[src/rtl/fetch_unit.sv]
// MSP430 instruction fetch stage: drives the ROM address, assembles opcode plus
// extension words, and hands the bundle to decode over a valid/ready handshake.
module fetch_unit #(
    parameter logic [15:0] ROM_BASE  = 16'hC000,
    parameter logic [15:0] RESET_VEC = 16'hFFFE
) (
    input  logic        clk,
    input  logic        rst,
    output logic [15:0] rom_addr,
    input  logic [15:0] rom_out,
    output logic        instr_valid,
    input  logic        instr_ready,
    output logic [15:0] instr_word,
    output logic [15:0] instr_ext1,
    output logic [15:0] instr_ext2,
    output logic [1:0]  instr_len,
    output logic [15:0] instr_pc,
    input  logic        pc_load,
    input  logic [15:0] pc_new
);

    localparam int unsigned W = 16;
    localparam int unsigned LW = 2;

    typedef enum logic [2:0] {VEC, OP, EXT1, EXT2, HOLD} state_t;

    state_t          state, state_d;
    logic [W-1:0]    pc, pc_d;
    logic            valid_d;
    logic [W-1:0]    word_d, ext1_d, ext2_d, ipc_d;
    logic [LW-1:0]   len_d;

    // Length decode of the word currently returned by the ROM
    logic            fmt1, fmt2, srcx, dstx;
    logic [1:0]      as_f;
    logic [3:0]      rs_f;
    logic [LW-1:0]   dec_len;

    always_comb begin
        fmt1    = (rom_out[15:12] >= 4'd4);
        fmt2    = (rom_out[15:10] == 6'b000100);
        as_f    = rom_out[5:4];
        rs_f    = fmt1 ? rom_out[11:8] : rom_out[3:0];
        srcx    = (fmt1 || fmt2) &&
                  (((as_f == 2'b01) && (rs_f != 4'd3)) ||
                   ((as_f == 2'b11) && (rs_f == 4'd0)));
        dstx    = fmt1 && rom_out[7];
        dec_len = LW'(1) + LW'(srcx) + LW'(dstx);
    end

    assign rom_addr = (state == VEC) ? W'(RESET_VEC - ROM_BASE) : W'(pc - ROM_BASE);

    // Next-state and datapath updates; a redirect overrides everything except VEC
    always_comb begin
        state_d = state;
        pc_d    = pc;
        valid_d = instr_valid;
        word_d  = instr_word;
        ext1_d  = instr_ext1;
        ext2_d  = instr_ext2;
        ipc_d   = instr_pc;
        len_d   = instr_len;
        case (state)
            VEC: begin
                pc_d    = rom_out & 16'hFFFE;
                state_d = OP;
            end
            OP: begin
                word_d = rom_out;
                ipc_d  = pc;
                pc_d   = W'(pc + 16'd2);
                len_d  = dec_len;
                if (dec_len == LW'(1)) begin
                    state_d = HOLD;
                    valid_d = 1'b1;
                end else begin
                    state_d = EXT1;
                end
            end
            EXT1: begin
                ext1_d = rom_out;
                pc_d   = W'(pc + 16'd2);
                if (instr_len == LW'(2)) begin
                    state_d = HOLD;
                    valid_d = 1'b1;
                end else begin
                    state_d = EXT2;
                end
            end
            EXT2: begin
                ext2_d  = rom_out;
                pc_d    = W'(pc + 16'd2);
                state_d = HOLD;
                valid_d = 1'b1;
            end
            HOLD: begin
                if (instr_valid && instr_ready) begin
                    state_d = OP;
                    valid_d = 1'b0;
                end
            end
            default: state_d = VEC;
        endcase
        if (pc_load && (state != VEC)) begin
            pc_d    = pc_new & 16'hFFFE;
            state_d = OP;
            valid_d = 1'b0;
        end
    end

    always_ff @(posedge clk) begin
        if (rst) begin
            state       <= VEC;
            pc          <= '0;
            instr_valid <= 1'b0;
            instr_word  <= '0;
            instr_ext1  <= '0;
            instr_ext2  <= '0;
            instr_pc    <= '0;
            instr_len   <= LW'(1);
        end else begin
            state       <= state_d;
            pc          <= pc_d;
            instr_valid <= valid_d;
            instr_word  <= word_d;
            instr_ext1  <= ext1_d;
            instr_ext2  <= ext2_d;
            instr_pc    <= ipc_d;
            instr_len   <= len_d;
        end
    end

endmodule

[config.mk]
export PLATFORM = sky130hd
export DESIGN_NAME = fetch_unit
export DESIGN_NICKNAME = d
export VERILOG_FILES = /design/src/rtl/fetch_unit.sv
export SDC_FILE = /design/constraint.sdc
export NUM_CORES = 1
export LEC_CHECK = 0
export CAP_MARGIN = 20
export CORE_MARGIN = 4
export CORE_UTILIZATION = 40
export DETAILED_ROUTE_END_ITERATION = 10
export PLACE_DENSITY = 0.7
export SYNTH_ARGS = -nofsm -noshare
export SYNTH_HDL_FRONTEND = slang
export SYNTH_SLANG_ARGS = --single-unit
[constraint.sdc]
create_clock -name clk -period 4.43 [get_ports clk]
set_input_delay 1.329 -clock clk [delete_from_list [all_inputs] [get_ports clk]]
set_output_delay 1.329 -clock clk [all_outputs]
set_load 0.02 [all_outputs]
; Word level (Yosys, flattened, before mapping)
; Index checks and enable logic that the tools add are counted.
[word_totals]
reg_bits = 86
inputBits = 36
[op_classes]
n_addsub = 4
magnitude_cmp = 1
n_eq_ne = 14
mux = 13
reduce_logical = 17
[ops]
columns = cell, n
row1 = 16-bit 2-to-1 mux, 2
row2 = 16-bit one-hot mux with 2 select lines, 1
row3 = "16-bit by 2-bit adder with 16-bit output, second input constant", 1
row4 = "16-bit subtractor, second input constant", 1
row5 = 3-bit one-hot mux with 5 select lines, 1
row6 = 3-bit 2-to-1 mux, 3
row7 = "3-bit by 2-bit equality test with 1-bit output, second input constant", 2
row8 = "6-bit by 3-bit equality test with 1-bit output, second input constant", 1
row9 = 1-bit logical AND, 6
row10 = "2-bit inequality test, second input constant", 3
row11 = 3-bit nonzero test, 2
row12 = "2-bit by 1-bit equality test with 1-bit output, second input constant", 2
row13 = "2-bit equality test, second input constant", 2
row14 = "4-bit by 3-bit greater-or-equal comparator with 1-bit output, second input constant", 1
row15 = 4-bit logical NOT, 1
row16 = 1-bit 2-to-1 mux, 4
row17 = 4-bit 2-to-1 mux, 1
row18 = "4-bit by 2-bit inequality test with 1-bit output, second input constant", 1
row19 = 1-bit one-hot mux with 4 select lines, 1
row20 = 4-bit AND reduction, 1
row21 = 4-bit nonzero test, 1
row22 = "3-bit by 1-bit equality test with 1-bit output, second input constant", 1
row23 = "3-bit equality test, second input constant", 1
row24 = 3-bit logical NOT, 1
row25 = 7 further kinds, 8

; Longest topological paths before layout
; Gate-level depths: netlist of run 1.
[depth]
ltp_word = 12
depth_mapped = 11
ltp_nobuf = 11

; Worst setup path before layout of run 1
; Ideal clock, no wire load.
[synth_path]
path_type = input port to flip-flop
from = in rom_out[14]
to = reg instr_valid
setup_ns = 0.116
arrival_time_ns = 3.261
t_required_ns = 4.314
slack_ns = 1.052
stages = 11
path_cell_list = nor2_1 mux2_2 nand2b_1 a221oi_1 o211ai_1 ha_1 nor3b_1 a31oi_1 nor2_1 o21bai_1 a31o_2
[synth_via]
elab_chain_cells = 11
elab_cells_between_ends = 16
classes_between = 2 x add/sub / 1 x order compare / 4 x eq/ne / 1 x mux / 8 x reduce/logical
[synth_lines]
columns = item, line_no
row1 = "start, declared", 10  ; input logic [15:0] rom_out,
row2 = 4-bit by 3-bit greater-or-equal comparator with 1-bit output, 40  ; fmt1 = (rom_out[15:12] >= 4'd4);
row3 = 4-bit 2-to-1 mux, 43  ; rs_f = fmt1 ? rom_out[11:8] : rom_out[3:0];
row4 = 4-bit by 2-bit inequality test with 1-bit output or 4-bit logical NOT (tied branches), "45, 46"
row5 = "1-bit logical AND, on equally long branches", "45, 46"
row6 = 1-bit logical OR, 45  ; (((as_f == 2'b01) && (rs_f != 4'd3)) ||
row7 = 1-bit logical AND, 44  ; srcx = (fmt1 || fmt2) &&
row8 = 1-bit by 1-bit adder with 2-bit output, 48  ; dec_len = LW'(1) + LW'(srcx) + LW'(dstx);
row9 = 2-bit by 1-bit adder with 2-bit output (*), 48
row10 = 2-bit by 1-bit equality test with 1-bit output (*), 73  ; if (dec_len == LW'(1)) begin
row11 = 2-bit inequality test (no line) (*), --
row12 = 4-bit AND reduction (no line) (*), --
row13 = "end signal, assigned", 124  ; instr_valid <= valid_d;
row14 = "end, declared", 11  ; output logic instr_valid,
; Mark *: on every way between the ends. The rest lies on a longest branch, timed or not.
; A chain may end at the register's enable or synchronous reset.

; Final worst setup path of run 1
[layout_path]
from = reg state[1]
to = out rom_addr[0]
[layout_via]
elab_chain_cells = 2
[layout_lines]
columns = item, line_no
row1 = "start, declared", 27  ; state_t state, state_d;
row2 = "start signal, assigned", 122  ; state <= state_d;
row3 = 3-bit logical NOT, 51  ; assign rom_addr = (state == VEC) ? W'(RESET_VEC - ROM_BASE) : W'(pc - ROM_BASE);
row4 = 16-bit 2-to-1 mux, 51
row5 = "end, declared", 9  ; output logic [15:0] rom_addr,
; No other way between the ends.

==> results.toml, run 1 <==
[synth]
syn_avg_cell_area_sq_um = 7.63
synth-seq-area-share_pct = 44.6
synth_area_leaders = "dfxtp_1 (45%), nand2_1 (14%), a21oi_1 (10%), nor2_1 (3.3%), clkbuf_1 (2.1%)"
yosysTopAreaCell = "dfxtp_1"
ys_ff_latch = 86
synth_nets = 545
yosys_warnings = 0
synth_ff_type = "dfxtp_1"
netlist_area_sq_um = 3860
synth_top_area_share_pct = 44.6
synthCells = 506
synth_edf_count = 0
synth_cell_types = 52
async_flop_share_pct = 0

[layout]
drive_gt1_share_pct = 6.49
fin_nets = 650
syn2layout_area_growth_pct = 38.9
seqCellArea_sq_um = 1720
final_cell_mix = "nand2_1 (139), clkdlybuf4s50_1 (116), dfxtp_1 (86), a21oi_1 (80), nor2_1 (34)"
final_util_pct = 57.5
fillers = 923
final_common_cell = "nand2_1"
diodes = 0
multi_input_area_sq_um = 1950

[critical_path]
crit_path_cell_trace = "or3_1 > and2_1 > clkdlybuf4s50_1"
worstSetupEndpointType = "output port"
r2r_cells = 4
startpoint_type = "register"
r2r_setup_slack_ns = 2.27
crit_start = "state[1]"
worstPathArrival_ns = 2.54
timing.rr.end = "pc[8]"
reg2reg_from = "state[2]"
cp_slowest_stage_delay_ns = 0.72
crit_type = "register to output port"
cp_slowest_cell = "dfxtp_1"
crit_required_ns = 3.10
path_max_fanout = 17

[cts]
clk_path_buf_depth = 2
cts_resized = 0
cts_root_buffer = "clkbuf_8"
cts_buffers = 9
cts_tree = "yes"
cts_hold_buffers = 0
clkSlewWorstSetupHoldPaths_ns = 0.10
htree_levels = 3
numClockSinks = 86
cts_setup_buffers = 0
worstSkewPairLatency_ns = 0.36

[global_routing]
grt_usage_pct = 22.2
grt_overflow = 0
antenna_found_initial = 0
grt_max_degree = 46
grt_pass1_vias = 3716
grt_pass1_wl_mm = 20.0

[sta]
skew_ns = 0.00762
worst_pin_slew_ns = 0.831
hold_viol_final = 0
finalWorstSetupSlack_ns = 0.563
min_period_ns = 3.87
setup_violations = 0
setup_tns_ns = 0
slew_headroom_pct = 44.6
rsz0062_at_grt = "false"
layout_worst_path_cycle_share_pct = 87.3
max_freq_ghz = 0.259
drv_slew = 0

[power]
powerDensity_nw_per_um2 = 470
leakage_nw = 1.88
max-vdd-ir-drop_mv = 0.322
total_power_mw = 2.52

[drt]
via_count = 3976
viasPerCell = 5.34
wl_per_cell_um = 16.9
wl_mm = 12.6
drt.antenna.violating_nets = 0
firstDrtPassIters = 5
drtIter0Drc = 202
drc = 0

[place]
dpl_worst_slack_ns = 0.294
gp_congestion = 0.831
hpwlAfterDp_mm = 8.87
io_buffer_count = 117

[hold_path]
holdPathEnd = "instr_pc[0]"
hold_path.class = "register to register"
hold_path_depth = 2
hold_start = "pc[0]"

[floorplanning]
core_sq_um = 9330
initial_utilization_pct = 41.4
die-area_sq_um = 11300
core.rowCount = 35
die_width_um = 106
die_h_um = 106
io_pins = 119

[job]
maxCapViolCount = 0

[status]
status = "completed"
power by group:
part / switching (mW) / leakage [nW] / total [mW] / internal (mW)
clock network: 0.313 / 0.106 / 0.582 / 0.270
registers: 0.121 / 0.701 / 0.992 / 0.871
logic: 0.534 / 1.08 / 0.948 / 0.415
worst max-delay path, delay by kind of cell (launching register included):
family | cells | cell delay [ns]
and+or+nand+nor | 2 | 0.85
DFF | 1 | 0.72
buffers and inverters | 1 | 0.61
metrics by stage:
stage / instance area (sq um) / instances / hold slack, ns
6_report: 5360 / 745 / 0.452
5_1_grt: 5360 / 745 / 0.480
4_1_cts: 5360 / 745 / 0.460
3_5_place_dp: 5160 / 729 / 0.447
3_3_place_gp: 5130 / 728 / 0.443
2_1_floorplan: 3860 / 506 / 0.427
per-layer routing:
metal	share of wire, %	vias to the layer above	GRT usage, %
li1	-	1939	-
met1	46	1866	30.1
met2	45	156	35.3
met3	7.8	15	5.59
met4	1.1	0	5.37
met5	0	-	0
worst max-delay path by stage:
| stage | cells past startpoint | slack (ns) | end |
|---|---|---|---|
| final | 3 | 0.56 | rom_addr[0] |
| after CTS | 3 | 0.57 | rom_addr[0] |
| after detailed placement | 12 | 0.29 | instr_valid |
| after global routing | 3 | 0.40 | rom_addr[0] |
| after floorplan | 11 | 1.05 | instr_valid |
| after global placement | 12 | 0.35 | instr_valid |
logic make-up after synthesis:
logic type	Yosys count	share of synthesized area (%)
compound gates	130	20.2
xor+xnor	9	2.04
fa+ha+maj	3	0.972
buf+inv	46	5.05
flops	86	44.6
mux	4	1.07
simple gates	228	26.1
cell usage after synthesis (5+ instances only):
| library cell | n |
|---|---|
| a211oi_1 | 5 |
| or3_1 | 6 |
| a21oi_1 | 80 |
| nand2_1 | 139 |
| nand3_1 | 6 |
| clkbuf_1 | 22 |
| nand4_1 | 5 |
| buf_2 | 11 |
| nand2b_1 | 13 |
| and3_1 | 5 |
| inv_1 | 9 |
| nor2_1 | 34 |
| a221oi_1 | 5 |
| o21ai_0 | 12 |
| xnor2_1 | 7 |
| dfxtp_1 | 86 |
flip-flops by register name (all words and copies together) (netlist names):
name and cells:
instr_valid 1, instr_len 2, instr_pc 16, instr_ext1 16, state 3, pc 16, instr_ext2 16, instr_word 16
cell type report:
type | instances | share of cell area, %
clock inverter | 7 | 1.52
multi-input combinational | 374 | 36.4
tap | 129 | 3.01
inverter | 9 | 0.630
timing repair buffer | 131 | 24.1
sequential | 86 | 32.1
clock buffer | 9 | 2.31
Power figures use the tool's default switching activity.
==> run 2, diff against run 1 <==
Clock period 4.43 ns to 3.8 ns, I/O delays scaled along.
==> run 2 against run 1 <==
Compared with the run above:
- non-clock buffer count grew 13
- via count grew 1.1%
- power grew 16%
- combinational power grew 22%
- count of clock-buffer cells in the layout grew 1
- highest routed layer unchanged
- first-iteration DRC count grew 19%
- register-to-register slack lost 0.52 ns
- largest power group is now combinational cells
- die area is the same
- flip-flop and latch count is the same
==> results.toml, run 2 (synthesis results as in run 1) <==
[power]
powerDensity_nw_per_um2 = 535
max-vdd-ir-drop_mv = 0.323
clockPowerShare_pct = 21.6
swShare_pct = 38.9
p_int_mw = 1.78
seqPwrFrac_pct = 38.7
combPwrFrac_pct = 39.7
leakage_nw = 1.94
p_switching_mw = 1.14

[floorplanning]
die_h_um = 106
core.rowCount = 35
io_pins = 119
die_width_um = 106
core_sq_um = 9330
initial_utilization_pct = 41.4
die-area_sq_um = 11300

[layout]
drive_gt1_share_pct = 8.59
final_cell_mix = "nand2_1 (139), clkdlybuf4s50_1 (116), dfxtp_1 (86), a21oi_1 (80), nor2_1 (34)"
syn2layout_area_growth_pct = 41.3
fin_nets = 663
fillers = 895
final_common_cell = "nand2_1"
diodes = 0
final_cell_area_sq_um = 5460
finalNonFillerCells = 758

[sta]
slew_headroom_pct = 45.0
finalWorstSetupSlack_ns = 0.284
hold_viol_final = 0
setup_tns_ns = 0
drv_slew = 0
setup_violations = 0
max_freq_ghz = 0.284
worst_pin_slew_ns = 0.825
min_period_ns = 3.52
rsz0062_at_grt = "false"
layout_worst_path_cycle_share_pct = 92.5
skew_ns = 0.0127

[place]
hpwlAfterDp_mm = 9.41
dpl_worst_slack_ns = -0.103
gp_congestion = 0.855
dp.cells = 742
io_buffer_count = 117
dpl_cell_area_sq_um = 5260

[cts]
htree_levels = 3
worstSkewPairLatency_ns = 0.36
cts_buffers = 9
cts_setup_buffers = 0
cts_root_buffer = "clkbuf_8"
numClockSinks = 86
cts_tree = "yes"
clk_path_buf_depth = 2
cts_hold_buffers = 0
clkSlewWorstSetupHoldPaths_ns = 0.08

[drt]
drt.antenna.violating_nets = 0
drtIter0Drc = 241
viasPerCell = 5.30
firstDrtPassIters = 6
wl_per_cell_um = 17.2
drc = 0
wl_mm = 13.1
via_count = 4019

[status]
status = "completed"

[job]
maxCapViolCount = 0

[hold_path]
hold_path.class = "register to register"

[global_routing]
grt_usage_pct = 22.8
grt_max_degree = 46
grt_pass1_wl_mm = 20.3
grt_overflow = 0
grt_pass1_vias = 3916
antenna_found_initial = 0

[critical_path]
crit_type = "input pin to register"
worstSetupEndpointType = "register"
path_max_fanout = 3
crit_required_ns = 4.05
worstPathArrival_ns = 3.77
startpoint_type = "input pin"
==> run 2: cell type report <==
type	instances	area (sq um)	area share, %
clock inverter	6	57.6	1.05
timing repair buffer	144	1390	25.5
inverter	9	33.8	0.619
clock buffer	10	138	2.52
sequential	86	1720	31.6
tap	129	161	2.96
multi-input combinational	374	1960	35.8
==> run 2: critical path: stages <==
cell and delay [ns]:
clkdlybuf4s50_1 0.51, or4_1 0.54, o31ai_1 0.12, nand2b_1 0.10, a221oi_1 0.25, o211ai_1 0.15
ha_1 0.22, nor3b_2 0.16, a31oi_1 0.07, nor2_1 0.16, o21bai_1 0.09, a31o_2 0.26
==> run 2: power by group through the flow <==
stage | clock network [mW] | logic [mW] | registers (mW)
2_1_floorplan | 0 | 0.607 | 1.19
3_3_place_gp | 0 | 1.12 | 1.14
3_5_place_dp | 0 | 1.15 | 1.14
4_1_cts | 0.641 | 1.16 | 1.13
5_1_grt | 0.671 | 1.26 | 1.14
6_report | 0.630 | 1.16 | 1.13
==> run 2: routing by layer <==
layer  wire length [um]  GRT usage [%]  vias to the layer above
met5                  0              0                        -
met4                312           7.77                        0
met3               1110           5.40                       24
met2               5940           36.1                      169
met1               5700           30.6                     1863
li1                   -              -                     1963
==> run 2: metrics by stage <==
stage | hold slack [ns] | total power, mW | util, %
floorplan | 0.427 | 1.79 | -
global placement | 0.443 | 2.26 | 56.1
detailed placement | 0.447 | 2.30 | 56.4
CTS | 0.460 | 2.93 | 58.4
global route | 0.480 | 3.07 | 58.5
finish | 0.456 | 2.92 | 58.5
==> run 2: final timing paths <==
| path | end | from | depth (start not counted) | slack [ns] |
|---|---|---|---|---|
| worst min-delay path | instr_word[1] | instr_word[1] | 2 | 0.46 |
| worst min register to register | instr_word[1] | instr_word[1] | 2 | 0.46 |
| worst max register to register | pc[12] | state[1] | 6 | 1.75 |
| worst max-delay path | instr_valid | rom_out[15] | 12 | 0.28 |
==> run 2: timing repair <==
| action | 4_1_cts | 5_1_grt |
|---|---|---|
| endpoints found under the hold margin | 0 | 0 |
| gates resized for setup | 0 | 1 |
| setup endpoints to repair | 0 | 1 |
==> run 3, diff against run 2 <==
--- a/config.mk
+++ b/config.mk
@@ -7,5 +7,4 @@
 export LEC_CHECK = 0
 export CAP_MARGIN = 20
-export CORE_MARGIN = 4
 export CORE_UTILIZATION = 40
 export DETAILED_ROUTE_END_ITERATION = 10
==> constraint.sdc (replaced) <==
create_clock -name clk -period 3.8 [get_ports clk]
set_input_delay 0.76 -clock clk [delete_from_list [all_inputs] [get_ports clk]]
set_output_delay 0.76 -clock clk [all_outputs]
set_load 0.02 [all_outputs]
==> run 3 against run 2 <==
Compared with the run above:
- sequential share of layout area grew 0.68 points
- die area shrank 11%
- routed wire length shrank 5.6%
- clock skew shrank 0.00096 ns
- register-to-register slack lost 0.14 ns
- worst setup slack gained 0.18 ns
- highest routed layer unchanged
==> results.toml, run 3 (synthesis results as in run 1) <==
[place]
dp.cells = 730
io_buffer_count = 117
hpwlAfterDp_mm = 8.67
dpl_cell_area_sq_um = 5150
gp_congestion = 0.899
dpl_worst_slack_ns = 0.254

[layout]
fin_nets = 651
final_cell_area_sq_um = 5340
final_cell_mix = "nand2_1 (139), clkdlybuf4s50_1 (116), dfxtp_1 (86), a21oi_1 (80), nor2_1 (34)"
diodes = 0
drive_gt1_share_pct = 6.49
final_util_pct = 57.5
fillers = 899
syn2layout_area_growth_pct = 38.3
finalNonFillerCells = 745
final_common_cell = "nand2_1"

[global_routing]
grt_max_degree = 49
grt_pass1_vias = 3675
antenna_found_initial = 0
grt_pass1_wl_mm = 19.4
grt_overflow = 0
grt_usage_pct = 25.0

[hold_path]
hold_start = "pc[0]"
hold_path_depth = 2
hold_path.class = "register to register"
holdPathEnd = "instr_pc[0]"

[drt]
drc = 0
via_count = 3961
wl_per_cell_um = 16.6
drt.antenna.violating_nets = 0
viasPerCell = 5.32
firstDrtPassIters = 5
wl_mm = 12.3
drtIter0Drc = 332

[sta]
layout_worst_path_cycle_share_pct = 87.7
setup_violations = 0
rsz0062_at_grt = "false"
whs_ns = 0.453
skew_ns = 0.0118
finalWorstSetupSlack_ns = 0.468
setup_tns_ns = 0
hold_viol_final = 0
drv_slew = 0
slew_headroom_pct = 54.6
min_period_ns = 3.33
worst_pin_slew_ns = 0.678
max_freq_ghz = 0.300

[cts]
cts_root_buffer = "clkbuf_8"
cts_hold_buffers = 0
clk_path_buf_depth = 2
worstSkewPairLatency_ns = 0.35
clkSlewWorstSetupHoldPaths_ns = 0.09
cts_resized = 0
cts_setup_buffers = 0
numClockSinks = 86
cts_tree = "yes"
cts_buffers = 9
htree_levels = 3

[critical_path]
path_max_fanout = 17
crit_type = "register to output port"
worstSetupEndpointType = "output port"
cp_slowest_cell = "dfxtp_1"
r2r_cells = 5
timing.rr.end = "pc[12]"
startpoint_type = "register"
worstPathArrival_ns = 2.57
cp_slowest_stage_delay_ns = 0.71
crit_path_cell_trace = "or3_1 > and2_1 > clkdlybuf4s50_1"
crit_required_ns = 3.04
r2r_setup_slack_ns = 1.61
reg2reg_from = "state[1]"

[power]
max-vdd-ir-drop_mv = 0.368
leakage_nw = 1.86
powerDensity_nw_per_um2 = 543
total_power_mw = 2.90

[floorplanning]
die-area_sq_um = 10100
die_width_um = 100
core.rowCount = 35
initial_utilization_pct = 41.6
io_pins = 119
die_h_um = 100
core_sq_um = 9280

[status]
status = "completed"

[job]
maxCapViolCount = 0
## run 3: changes by cell type in the layout (fill, tap and decap cells not counted), sizes merged
cell	previous run	this run
clkinv	3	0
clkbuf	10	9
clkinvlp	2	4
buf	28	16
bufinv	0	1
## run 3: final cells by class
cell class	instances	area [sq um]	area share (%)
multi-input combinational	374	1950	36.5
sequential	86	1720	32.2
clock buffer	9	124	2.32
clock inverter	6	71.3	1.34
timing repair buffer	132	1280	23.9
tap	129	161	3.02
inverter	9	33.8	0.632
## run 3: worst max path at each step
stage,startpoint,end,slack (ns),depth (start not counted)
finish,state[1],rom_addr[0],0.47,3
detailed placement,rom_out[14],instr_valid,0.25,12
global route,state[1],rom_addr[0],0.33,3
floorplan,rom_out[14],instr_valid,0.99,11
global placement,rom_out[14],instr_valid,0.28,12
CTS,state[1],rom_addr[0],0.50,3
## run 3: power by group
part | switching, mW | total (mW) | internal (mW)
registers | 0.139 | 1.15 | 1.01
clock network | 0.347 | 0.652 | 0.305
logic | 0.626 | 1.10 | 0.471
total | 1.11 | 2.90 | 1.79
## run 3: layer usage
metal | global-route usage (%) | up-vias | wire length (um)
li1 | - | 1939 | -
met1 | 34.2 | 1855 | 5510
met2 | 40.5 | 159 | 5810
met3 | 4.53 | 8 | 902
met4 | 7.02 | 0 | 108
met5 | 0 | - | 0
## run 3: critical path: cells and delay by family (launching register included)
kind	cells	cell delay, ns
simple gates	2	0.88
flops	1	0.71
buf+inv	1	0.62
